==> config.mk <==
export PLATFORM = sky130hd
export DESIGN_NAME = rv32_instr_encoder
export DESIGN_NICKNAME = d
export VERILOG_FILES = /design/src/rtl/rv32_instr_encoder.sv
export SDC_FILE = /design/constraint.sdc
export NUM_CORES = 1
export LEC_CHECK = 0
export ABC_CLOCK_PERIOD_IN_PS = 1630
export BUFFER_PORTS_ARGS = -buffer_cell sky130_fd_sc_hd__buf_2
export CAP_MARGIN = 5
export CORE_ASPECT_RATIO = 0.7
export CORE_UTILIZATION = 44
export CTS_CLUSTER_SIZE = 40
export DETAILED_ROUTE_END_ITERATION = 7
export PLACE_DENSITY = 0.85
export SYNTH_ARGS = -nofsm -noshare
export SYNTH_HDL_FRONTEND = slang
export SYNTH_SLANG_ARGS = --single-unit
==> constraint.sdc <==
create_clock -name clk -period 1.63 [get_ports clk]
set_input_delay 0.489 -clock clk [delete_from_list [all_inputs] [get_ports clk]]
set_output_delay 0.489 -clock clk [all_outputs]
set_load 0.02 [all_outputs]
==> src/rtl/rv32_instr_encoder.sv <==
// Streaming RV32I instruction encoder: command in, 32-bit instruction word out, both over valid/ready.
// Define RV_ENC_LI_EN to enable LI (load 32-bit immediate) expansion into LUI+ADDI.
module rv32_instr_encoder #(
  parameter int CNT_W       = 16,
  parameter bit CHECK_ALIGN = 1'b1
) (
  input  logic             clk,
  input  logic             rst,
  input  logic             cmd_valid,
  output logic             cmd_ready,
  input  logic [3:0]       cmd_op,
  input  logic [2:0]       cmd_funct3,
  input  logic             cmd_f7b5,
  input  logic [4:0]       cmd_rd,
  input  logic [4:0]       cmd_rs1,
  input  logic [4:0]       cmd_rs2,
  input  logic [31:0]      cmd_imm,
  output logic             instr_valid,
  input  logic             instr_ready,
  output logic [31:0]      instr_data,
  output logic             err,
  output logic [CNT_W-1:0] word_count
);

  localparam logic [6:0] OP_ALUREG = 7'b0110011;
  localparam logic [6:0] OP_ALUIMM = 7'b0010011;
  localparam logic [6:0] OP_LOAD   = 7'b0000011;
  localparam logic [6:0] OP_STORE  = 7'b0100011;
  localparam logic [6:0] OP_BRANCH = 7'b1100011;
  localparam logic [6:0] OP_LUI    = 7'b0110111;
  localparam logic [6:0] OP_AUIPC  = 7'b0010111;
  localparam logic [6:0] OP_JAL    = 7'b1101111;
  localparam logic [6:0] OP_JALR   = 7'b1100111;
  localparam logic [6:0] OP_SYSTEM = 7'b1110011;

  logic        inIdle;
  logic        cmdFire;
  logic        outFire;
  logic [31:0] encWord;
  logic        encIllegal;
  logic        liLoad;
  logic [31:0] liAddi;

`ifdef RV_ENC_LI_EN
  typedef enum logic {IDLE, LI2} state_t;
  state_t      state, stateNext;
  logic        liTwo;
  logic [31:0] addiWord;
  logic        liFits12;
  logic [19:0] liUpper;

  assign liFits12 = (&cmd_imm[31:11]) || !(|cmd_imm[31:11]);
  // Upper part rounded so that the sign-extended ADDI low part lands on the exact value.
  assign liUpper  = cmd_imm[31:12] + {19'd0, cmd_imm[11]};
`endif

  assign cmd_ready = !rst && inIdle && (!instr_valid || instr_ready);
  assign cmdFire   = cmd_valid && cmd_ready;
  assign outFire   = instr_valid && instr_ready;

  // NOTE: every output of a combinational block gets a default first, so no path leaves it unassigned (no latch).
  always_comb begin
    encWord    = '0;
    encIllegal = 1'b0;
`ifdef RV_ENC_LI_EN
    liTwo      = 1'b0;
    addiWord   = '0;
`endif
    case (cmd_op)
      4'd0: encWord = {1'b0, cmd_f7b5, 5'b0, cmd_rs2, cmd_rs1, cmd_funct3, cmd_rd, OP_ALUREG};
      4'd1: begin
        if (cmd_funct3 == 3'b001 || cmd_funct3 == 3'b101)
          encWord = {1'b0, cmd_f7b5, 5'b0, cmd_imm[4:0], cmd_rs1, cmd_funct3, cmd_rd, OP_ALUIMM};
        else
          encWord = {cmd_imm[11:0], cmd_rs1, cmd_funct3, cmd_rd, OP_ALUIMM};
      end
      4'd2: encWord = {cmd_imm[11:0], cmd_rs1, cmd_funct3, cmd_rd, OP_LOAD};
      4'd3: encWord = {cmd_imm[11:5], cmd_rs2, cmd_rs1, cmd_funct3, cmd_imm[4:0], OP_STORE};
      4'd4: begin
        encWord    = {cmd_imm[12], cmd_imm[10:5], cmd_rs2, cmd_rs1, cmd_funct3,
                      cmd_imm[4:1], cmd_imm[11], OP_BRANCH};
        encIllegal = CHECK_ALIGN && cmd_imm[0];
      end
      4'd5: encWord = {cmd_imm[31:12], cmd_rd, OP_LUI};
      4'd6: encWord = {cmd_imm[31:12], cmd_rd, OP_AUIPC};
      4'd7: begin
        encWord    = {cmd_imm[20], cmd_imm[10:1], cmd_imm[11], cmd_imm[19:12], cmd_rd, OP_JAL};
        encIllegal = CHECK_ALIGN && cmd_imm[0];
      end
      4'd8: encWord = {cmd_imm[11:0], cmd_rs1, 3'b000, cmd_rd, OP_JALR};
      4'd9: encWord = {cmd_imm[11:0], cmd_rs1, cmd_funct3, cmd_rd, OP_SYSTEM};
      4'd10: begin
`ifdef RV_ENC_LI_EN
        addiWord = {cmd_imm[11:0], cmd_rd, 3'b000, cmd_rd, OP_ALUIMM};
        if (liFits12) begin
          encWord = {cmd_imm[11:0], 5'd0, 3'b000, cmd_rd, OP_ALUIMM};
        end else begin
          encWord = {liUpper, cmd_rd, OP_LUI};
          liTwo   = (cmd_imm[11:0] != 12'd0);
        end
`else
        encIllegal = 1'b1;
`endif
      end
      default: encIllegal = 1'b1;
    endcase
  end

`ifdef RV_ENC_LI_EN
  always_ff @(posedge clk or posedge rst) begin
    if (rst) state <= IDLE;
    else     state <= stateNext;
  end

  always_comb begin
    stateNext = state;
    case (state)
      IDLE:    if (cmdFire && liTwo) stateNext = LI2;
      LI2:     if (outFire) stateNext = IDLE;
      default: stateNext = IDLE;
    endcase
  end

  always_ff @(posedge clk or posedge rst) begin
    if (rst)                  liAddi <= '0;
    else if (cmdFire && liTwo) liAddi <= addiWord;
  end

  assign inIdle = (state == IDLE);
  // The pending ADDI replaces the LUI word on the very edge the LUI is taken.
  assign liLoad = (state == LI2) && outFire;
`else
  assign inIdle = 1'b1;
  assign liLoad = 1'b0;
  assign liAddi = '0;
`endif

  // NOTE: sequential state is written with non-blocking assignments so all registers update from pre-edge values.
  always_ff @(posedge clk or posedge rst) begin
    if (rst) begin
      instr_valid <= 1'b0;
      instr_data  <= '0;
      err         <= 1'b0;
      word_count  <= '0;
    end else begin
      err <= cmdFire && encIllegal;
      if (outFire) word_count <= word_count + CNT_W'(1);
      if (cmdFire && !encIllegal) begin
        instr_valid <= 1'b1;
        instr_data  <= encWord;
      end else if (liLoad) begin
        instr_data  <= liAddi;
      end else if (outFire) begin
        instr_valid <= 1'b0;
      end
    end
  end

endmodule
# ---- Word level (Yosys, flattened, before mapping)
# Cells that the tools add are included.
dict set report classes {
  addsub 1
  eq_ne 11
  n_mux 5
  n_reduce_logical 14
}
# op count
set ops {}
lappend ops {{$pmux 32 s10} 1}
lappend ops {{$mux 32} 1}
lappend ops {{$add 16x1->16 const B} 1}
lappend ops {{$eq 4x3->1 const B} 4}
lappend ops {{$eq 4x2->1 const B} 2}
lappend ops {{$eq 4x4->1 const B} 2}
lappend ops {{$reduce_or 8->1} 1}
lappend ops {{$logic_and 1x1->1} 5}
lappend ops {{$eq 4x1->1 const B} 1}
lappend ops {{$logic_not 4->1} 1}
lappend ops {{$eq 3x1->1 const B} 1}
lappend ops {{$eq 3x3->1 const B} 1}
lappend ops {{$logic_not 1->1} 3}
lappend ops {{$logic_or 1x1->1} 2}
lappend ops {{$mux 1} 2}
lappend ops {{$pmux 1 s2} 1}
lappend ops {{$reduce_bool 2->1} 1}
lappend ops {{$reduce_or 2->1} 1}
dict set report word_totals {
  register_bits 50
  inputBits 59
  output_inout_bits 51
  elab_cells 35
}

# ---- Logic depth before layout (Yosys ltp)
# Gate-level depths: netlist (run 1).
dict set report depth {
  word_depth 6
  depth_mapped 8
  ltp_nobuf 5
}

# ---- Worst setup path after synthesis (run 1)
# No wires, ideal clock.
dict set report synth_path {
  path_type {register -> register}
  from {reg instr_valid}
  to {reg instr_data[10]}
  setup_time_ps 125
  t_arrival_ps 1641
  t_required_ps 1505
  setup_slack_ps -136
  path_stages_with_launch 7
  n_path_buf 2
  period_less_slack_ps 1766
  path_cell_list {dfrtp_1 -> nor2b_1 -> nor3b_2 -> and2_4 -> buf_6 -> buf_6 -> mux2_4}
}
dict set report synth_via {
  elab_chain_len 5
}
# item line_no
set synth_lines {}
lappend synth_lines {{from (decl)} 18} ;# output logic instr_valid,
lappend synth_lines {{from (signal assigned)} 141} ;# instr_valid <= 1'b0;
lappend synth_lines {{from (signal assigned)} 149} ;# instr_valid <= 1'b1;
lappend synth_lines {{from (signal assigned)} 154} ;# instr_valid <= 1'b0;
lappend synth_lines {{$logic_not 1->1} 57} ;# assign cmd_ready = !rst && inIdle && (!instr_valid || instr_ready);
lappend synth_lines {{$logic_or 1x1->1} 57}
lappend synth_lines {{$logic_and 1x1->1} 57}
lappend synth_lines {{$logic_and 1x1->1} 58} ;# assign cmdFire = cmd_valid && cmd_ready;
lappend synth_lines {{$logic_and 1x1->1} 148} ;# if (cmdFire && !encIllegal) begin
lappend synth_lines {{to (signal assigned)} 150} ;# instr_data <= encWord;
lappend synth_lines {{to (signal assigned)} 152} ;# instr_data <= liAddi;
lappend synth_lines {{to (decl)} 20} ;# output logic [31:0] instr_data,
# No other way between the ends.
# A chain may end at the register's enable or synchronous reset.

# ---- Worst setup path after layout (run 1)
dict set report layout_path {
  from {reg instr_valid}
  to {reg instr_data[9]}
}
# The elaborated chain is that of the path after synthesis.

==> impl_metrics.tcl, run 1 <==
set metrics [dict create \
    sequentialPowerShare 0.420 \
    post_drt_wl_per_cell_um 16.2 \
    antenna_found_initial 0 \
    fin_nets 477 \
    swShare 0.338 \
    final_design_area_no_fill_um2 3860 \
    finalCriticalPeriod_ps 1570 \
    layout-drive-gt1-share 0.481 \
    fill_cells 490 \
    dpl_cell_area_um2 3720 \
    slew_headroom 0.544 \
    ys_seq_area_frac 0.438 \
    avgSynthCellArea_um2 10.3 \
    path_clk_slew_ps 90 \
    initial_core_util 0.473 \
    clkPwrFrac 0.233 \
    place_inst 484 \
    routed-via-count 2713 \
    synth.distinct_cells 42 \
    hp-class "input port to asynchronous set/reset pin" \
    p_int_mw 2.54 \
    crit_buf_inv 1 \
    drtAntennaViolNets 0 \
    wl_met1_mm 3.76 \
    max_stage_delay_ps 410 \
    crit_type "flip-flop to flip-flop" \
    crit_fanout 5 \
    synth_ff_type "dfrtp_1" \
    synthCells 271 \
    gp_congestion 0.904 \
    rsz0062_at_grt "true" \
    htreeDepth 2 \
    finalMaxSlewViolations 0 \
    ys_ff_latch 49 \
    fmax_mhz 638 \
    cp-end-kind "flip-flop" \
    overflow 0 \
    portBuffers 109 \
    grt_pass1_vias 2571 \
    antenna_cells 0 \
    cts_hold_buffers 0 \
    syn-num-nets 331 \
    peakVddDrop_mv 0.511 \
    startpoint_type "flip-flop" \
    switchingPower_mw 1.30 \
    fin_cells 493 \
    synthArstFlopShare 1.00 \
    grt_pass1_wl_mm 12.6 \
    cp.arrival_ps 1750 \
    crit_family "simple AND/OR/NAND/NOR gates" \
    skew_ps 3.66 \
    grt_max_degree 30 \
    synth_edf_count 0 \
    syn-cell-area_um2 2800 \
    multi_input_area_um2 1470 \
    die_y_um 68.8 \
    cts_tree "built" \
    dieWidth_um 97.4 \
    die_area_um2 6700 \
    p_per_area_nw_per_um2 993 \
    syn_to_final_growth_pct 37.8 \
    cp.depth 5 \
    hold_viol 0 \
    cts_buffers 5 \
    setup_viol 0 \
    worstRegToRegCells 5 \
    drt-pass1-iter-count 4 \
    worstPathRequired_ps 1810 \
    seq_area_um2 1230 \
    cts_buffer_depth 2 \
    ctsRootBufferMaster "clkbuf_8" \
    worst_pin_slew_ps 677 \
    num_io_pins 110 \
    wl_met3_um 511 \
    power_frac_comb 0.347 \
    routed_wl_mm 8.00 \
    wl_met2_mm 3.65 \
    drt_iter0_drc 84 \
    gr-usage-all-layers 0.242 \
    dpl.hpwl_mm 6.33 \
    leakage_nw 1.92 \
    crit_chain "nor2b_4 -> nor3b_4 -> and2_4 -> buf_4 -> mux2_4" \
    ys_warn_count 0 \
    maxCapViolations 0 \
    coreArea_um2 5930 \
    cp_slowest_cell "dfrtp_2" \
    cts.sinks 49 \
    highest_layer "met4" \
    num_rows 23 \
    finalCritPeriodShare 0.961 \
    drcViolationCount 0 \
    clock_latency_ps 290 \
    outcome "completed" \
    power_mw 3.83 \
    via_per_inst 5.50 \
]
[worst paths after layout]
kind                                 from        endpoint  slack [ps]
max reg2reg                   instr_valid   instr_data[9]          60
min in group clk              cmd_imm[28]  instr_data[28]         450
max in group asynchronous             rst     instr_valid         910
max                           instr_valid   instr_data[9]          60
min reg2reg                word_count[15]  word_count[15]         470
min                                   rst   word_count[2]         390
[worst register-to-register path, cell delays in order, from the launching register on]
cell and delay [ps]:
dfrtp_2 410, nor2b_4 140, nor3b_4 220, and2_4 230, buf_4 150, mux2_4 300
[state kept, by name, summed over array words and instances, names as in the netlist]
signal / cells
instr_data: 31
word_count: 16
instr_valid: 1
err: 1
[through the flow]
| stage | hold slack [ps] | TNS [ps] | setup slack, ps | utilization |
|---|---|---|---|---|
| 2_1_floorplan | 525 | -658 | -46.4 | - |
| 3_3_place_gp | 456 | -4770 | -192 | 0.627 |
| 5_1_grt | 416 | -82.2 | -38.1 | 0.651 |
| 3_5_place_dp | 461 | -6180 | -237 | 0.627 |
| 6_report | 393 | 0 | 63.1 | 0.651 |
| 4_1_cts | 393 | 0 | 43.2 | 0.647 |
[layout by cell type, fill, tap and decap left out, drive strengths merged]
master and instances:
buf 156, dfrtp 49, nand2 23, a21oi 21
mux2 20, a31oi 13, nor2 13, nand3 12
xnor2 11, o21ai 11, a22o 8, clkbuf 6
nand2b 5, or2 5, mux2i 5, o22ai 5
xor2 5, a32o 5, nor2b 5, nand4 4
inv 4, a2bb2oi 4, a221o 4, o21bai 3
and3 3, o21a 2, clkinvlp 2, nor3b 2
and2 2, a211oi 2, nor4 2, nand4bb 1
nor3 1, o32ai 1, a32oi 1, ha 1
bufinv 1
[Yosys cell counts, drive strengths merged, types with 2 or more instances]
cell	number	share of area
nor2	13	0.017
o21a	2	0.0054
buf	13	0.038
a221o	4	0.014
nand4	4	0.0089
o21bai	3	0.0080
a31oi	13	0.029
and3	3	0.0085
nor4	2	0.0045
a2bb2oi	4	0.013
xor2	5	0.016
mux2i	5	0.018
a32o	5	0.018
nand2b	5	0.011
nor3b	2	0.0071
o21ai	11	0.020
a21oi	21	0.038
inv	5	0.0067
nand3	12	0.021
mux2	20	0.10
dfrtp	49	0.44
a211oi	2	0.0098
o22ai	5	0.011
clkbuf	5	0.0067
or2	5	0.011
nand2	23	0.031
nor2b	5	0.012
a22o	8	0.025
xnor2	11	0.034
[per-layer routing]
| metal | vias up | global-route usage |
|---|---|---|
| li1 | 1287 | - |
| met3 | 10 | 0.0514 |
| met2 | 111 | 0.413 |
| met5 | - | 0 |
| met4 | 0 | 0.0588 |
| met1 | 1305 | 0.322 |
[timing repair]
item | 4_1_cts | 5_1_grt
buffers inserted | 0 | 1
gates cloned | 0 | 1
resized for setup | 1 | 3
setup endpoints to repair | 1 | 10
pin swaps | 1 | 3
[logic make-up after synthesis]
group,count (synthesis),synth area share
muxes,25,0.118
buffers and inverters,23,0.0509
and+or+nand+nor,77,0.142
xor gates and xnor gates,16,0.0500
adders and majority gates,1,0.00447
DFF,49,0.438
AOI/OAI and AO/OA,80,0.197
[power groups by stage]
stage	logic [mW]	clock network (mW)	registers (mW)
CTS	1.33	0.914	1.61
floorplan	0.526	0	1.90
global placement	1.30	0	1.62
finish	1.33	0.893	1.61
detailed placement	1.33	0	1.62
global route	1.44	0.963	1.64
[area by class of cell]
| cell class | count | share of cell area |
|---|---|---|
| clock buffers | 6 | 0.0214 |
| repair buffers | 156 | 0.240 |
| flip-flops and latches | 49 | 0.318 |
| inverters | 5 | 0.00583 |
| well taps | 75 | 0.0243 |
| multi-input cells | 200 | 0.381 |
| clock inverters | 2 | 0.00972 |
Note: power is estimated with default switching activity, not from simulation.
==> inputs of run 2 (changes only) <==
--- a/config.mk
+++ b/config.mk
@@ -5,14 +5,18 @@
 export SDC_FILE = /design/constraint.sdc
 export NUM_CORES = 1
 export LEC_CHECK = 0
+export ABC_AREA = 0
 export ABC_CLOCK_PERIOD_IN_PS = 1630
 export BUFFER_PORTS_ARGS = -buffer_cell sky130_fd_sc_hd__buf_2
 export CAP_MARGIN = 5
+export CELL_PAD_IN_SITES_DETAIL_PLACEMENT = 0
+export CELL_PAD_IN_SITES_GLOBAL_PLACEMENT = 1
 export CORE_ASPECT_RATIO = 0.7
-export CORE_UTILIZATION = 44
+export CORE_UTILIZATION = 33
 export CTS_CLUSTER_SIZE = 40
 export DETAILED_ROUTE_END_ITERATION = 7
-export PLACE_DENSITY = 0.85
+export PLACE_DENSITY = 0.86
+export SKIP_CTS_REPAIR_TIMING = 1
 export SYNTH_ARGS = -nofsm -noshare
 export SYNTH_HDL_FRONTEND = slang
 export SYNTH_SLANG_ARGS = --single-unit
==> run 2 against run 1 <==
  * The run now ends with design-rule violations, negative setup slack left
  * Hold slack improved by 33 ps
  * Largest power group unchanged
  * Critical path depth fell by 1
  * Via count fell by 1.6%
  * Highest routed layer unchanged
  * Final cell count rose by 5.5%
==> impl_metrics.tcl, run 2 (synthesis gave the netlist of run 1 again) <==
set metrics [dict create \
    clock_latency_ps 290 \
    cts_buffers 5 \
    crit_type "flip-flop to output port" \
    portBuffers 109 \
    reg.largest.list "instr_data (31), word_count (16)" \
    slew_headroom 0.673 \
    cts.sinks 49 \
    syn_to_final_growth_pct 41.3 \
    worstRegToRegCells 5 \
    gr-usage-all-layers 0.188 \
    timing.rr.start "instr_valid" \
    drcViolationCount 14 \
    r2r_end "instr_data[14]" \
    setup_viol 1 \
    dpl.hpwl_mm 6.48 \
    fmax_mhz 611 \
    reg2reg_slack_ps 90 \
    drt-pass1-iter-count 6 \
    grt_max_degree 29 \
    finalMaxSlewViolations 0 \
    num_rows 27 \
    tns_ps -6.39 \
    routed_wl_mm 8.08 \
    gp_congestion 0.934 \
    failed_checks "design-rule violations, negative setup slack" \
    peakVddDrop_mv 0.534 \
    holdWs_ps 426 \
    via_per_inst 5.13 \
    coreArea_um2 8040 \
    outcome "complete, but fails checks" \
    grt_pass1_vias 2557 \
    final.setup.worst_slack_ps -6.39 \
    cp_common_cell "buf_6" \
    drt_iter0_drc 227 \
    hold_viol 0 \
    leakage_nw 1.94 \
    regMostFlops "instr_data" \
    skew_ps 6.84 \
    post_drt_wl_per_cell_um 15.5 \
    cp-end-kind "output port" \
    ctsRootBufferMaster "clkbuf_16" \
    p_per_area_nw_per_um2 1050 \
    max_stage_delay_ps 400 \
    path_clk_slew_ps 70 \
    initial_core_util 0.348 \
    antenna_found_initial 0 \
    rsz0062_at_grt "true" \
    cts_tree "built" \
    htreeDepth 2 \
    worstPathRequired_ps 1140 \
    mostFrequentLayoutCells "buf_2 (108), dfrtp_1 (48), buf_4 (44)" \
    cp.arrival_ps 1150 \
    worst_pin_slew_ps 488 \
    startpoint_type "flip-flop" \
    finalCriticalPeriod_ps 1640 \
    mostFrequentLayoutCell "buf_2" \
    maxCapViolations 0 \
    die_area_um2 8870 \
    grt_pass1_wl_mm 13.0 \
    drtAntennaViolNets 0 \
    layout-drive-gt1-share 0.481 \
    fin_nets 477 \
    routed-via-count 2670 \
    power_mw 4.15 \
    place_inst 511 \
    num_io_pins 110 \
    finalCritPeriodShare 1.00 \
    fin_cells 520 \
    dieWidth_um 112 \
    die_y_um 79.1 \
    overflow 0 \
    crit_chain "nor2b_4 -> buf_6 -> nor2_4 -> buf_6" \
    cts_buffer_depth 2 \
    hp-class "input port to asynchronous set/reset pin" \
    largest_reg_flops 31 \
    crit_fanout 2 \
    cp_slowest_cell "dfrtp_2" \
]
-- run 2: worst max-delay path, delay by kind of cell, from the launching register on --
| family | cells | cell delay [ps] |
|---|---|---|
| buffers and inverters | 2 | 230 |
| flip-flops | 1 | 400 |
| AND/OR/NAND/NOR | 2 | 240 |
-- run 2: worst max-delay path by stage --
stage | start | to | slack, ps | cells after the start
CTS | instr_valid | cmd_ready | -110 | 4
global route | instr_valid | cmd_ready | -60 | 4
global placement | cmd_op[1] | instr_data[10] | -230 | 6
floorplan | instr_valid | instr_data[10] | -50 | 6
finish | instr_valid | cmd_ready | -6 | 4
detailed placement | cmd_op[1] | instr_data[10] | -270 | 6
-- run 2: layout make-up --
| cell class | instances | area (um2) |
|---|---|---|
| clock inverters | 3 | 46.3 |
| inverters | 5 | 22.5 |
| clock buffers | 5 | 125 |
| fillers | 763 | 4080 |
| flip-flops and latches | 49 | 1230 |
| multi-input cells | 199 | 1460 |
| repair buffers | 157 | 945 |
| diodes | 1 | 2.50 |
| well taps | 101 | 126 |
-- run 2: where the power goes --
group | internal (mW) | switching [mW] | total, mW
Combinational | 0.604 | 0.746 | 1.35
Sequential | 1.45 | 0.167 | 1.61
Clock | 0.727 | 0.466 | 1.19
-- run 2: through the flow --
| step | cell area (um2) | utilization | setup WS, ps |
|---|---|---|---|
| CTS | 3930 | 0.489 | -107 |
| detailed placement | 3760 | 0.468 | -266 |
| global route | 3960 | 0.492 | -61.5 |
| floorplan | 2830 | - | -46.4 |
| finish | 3960 | 0.492 | -6.39 |
| global placement | 3760 | 0.468 | -226 |
-- run 2: metal layers --
layer | vias up | part of all wire | track usage
li1 | 1290 | - | -
met1 | 1282 | 0.51 | 0.277
met2 | 92 | 0.41 | 0.272
met3 | 6 | 0.076 | 0.0504
met4 | 0 | 0.0078 | 0.0400
met5 | - | 0 | 0
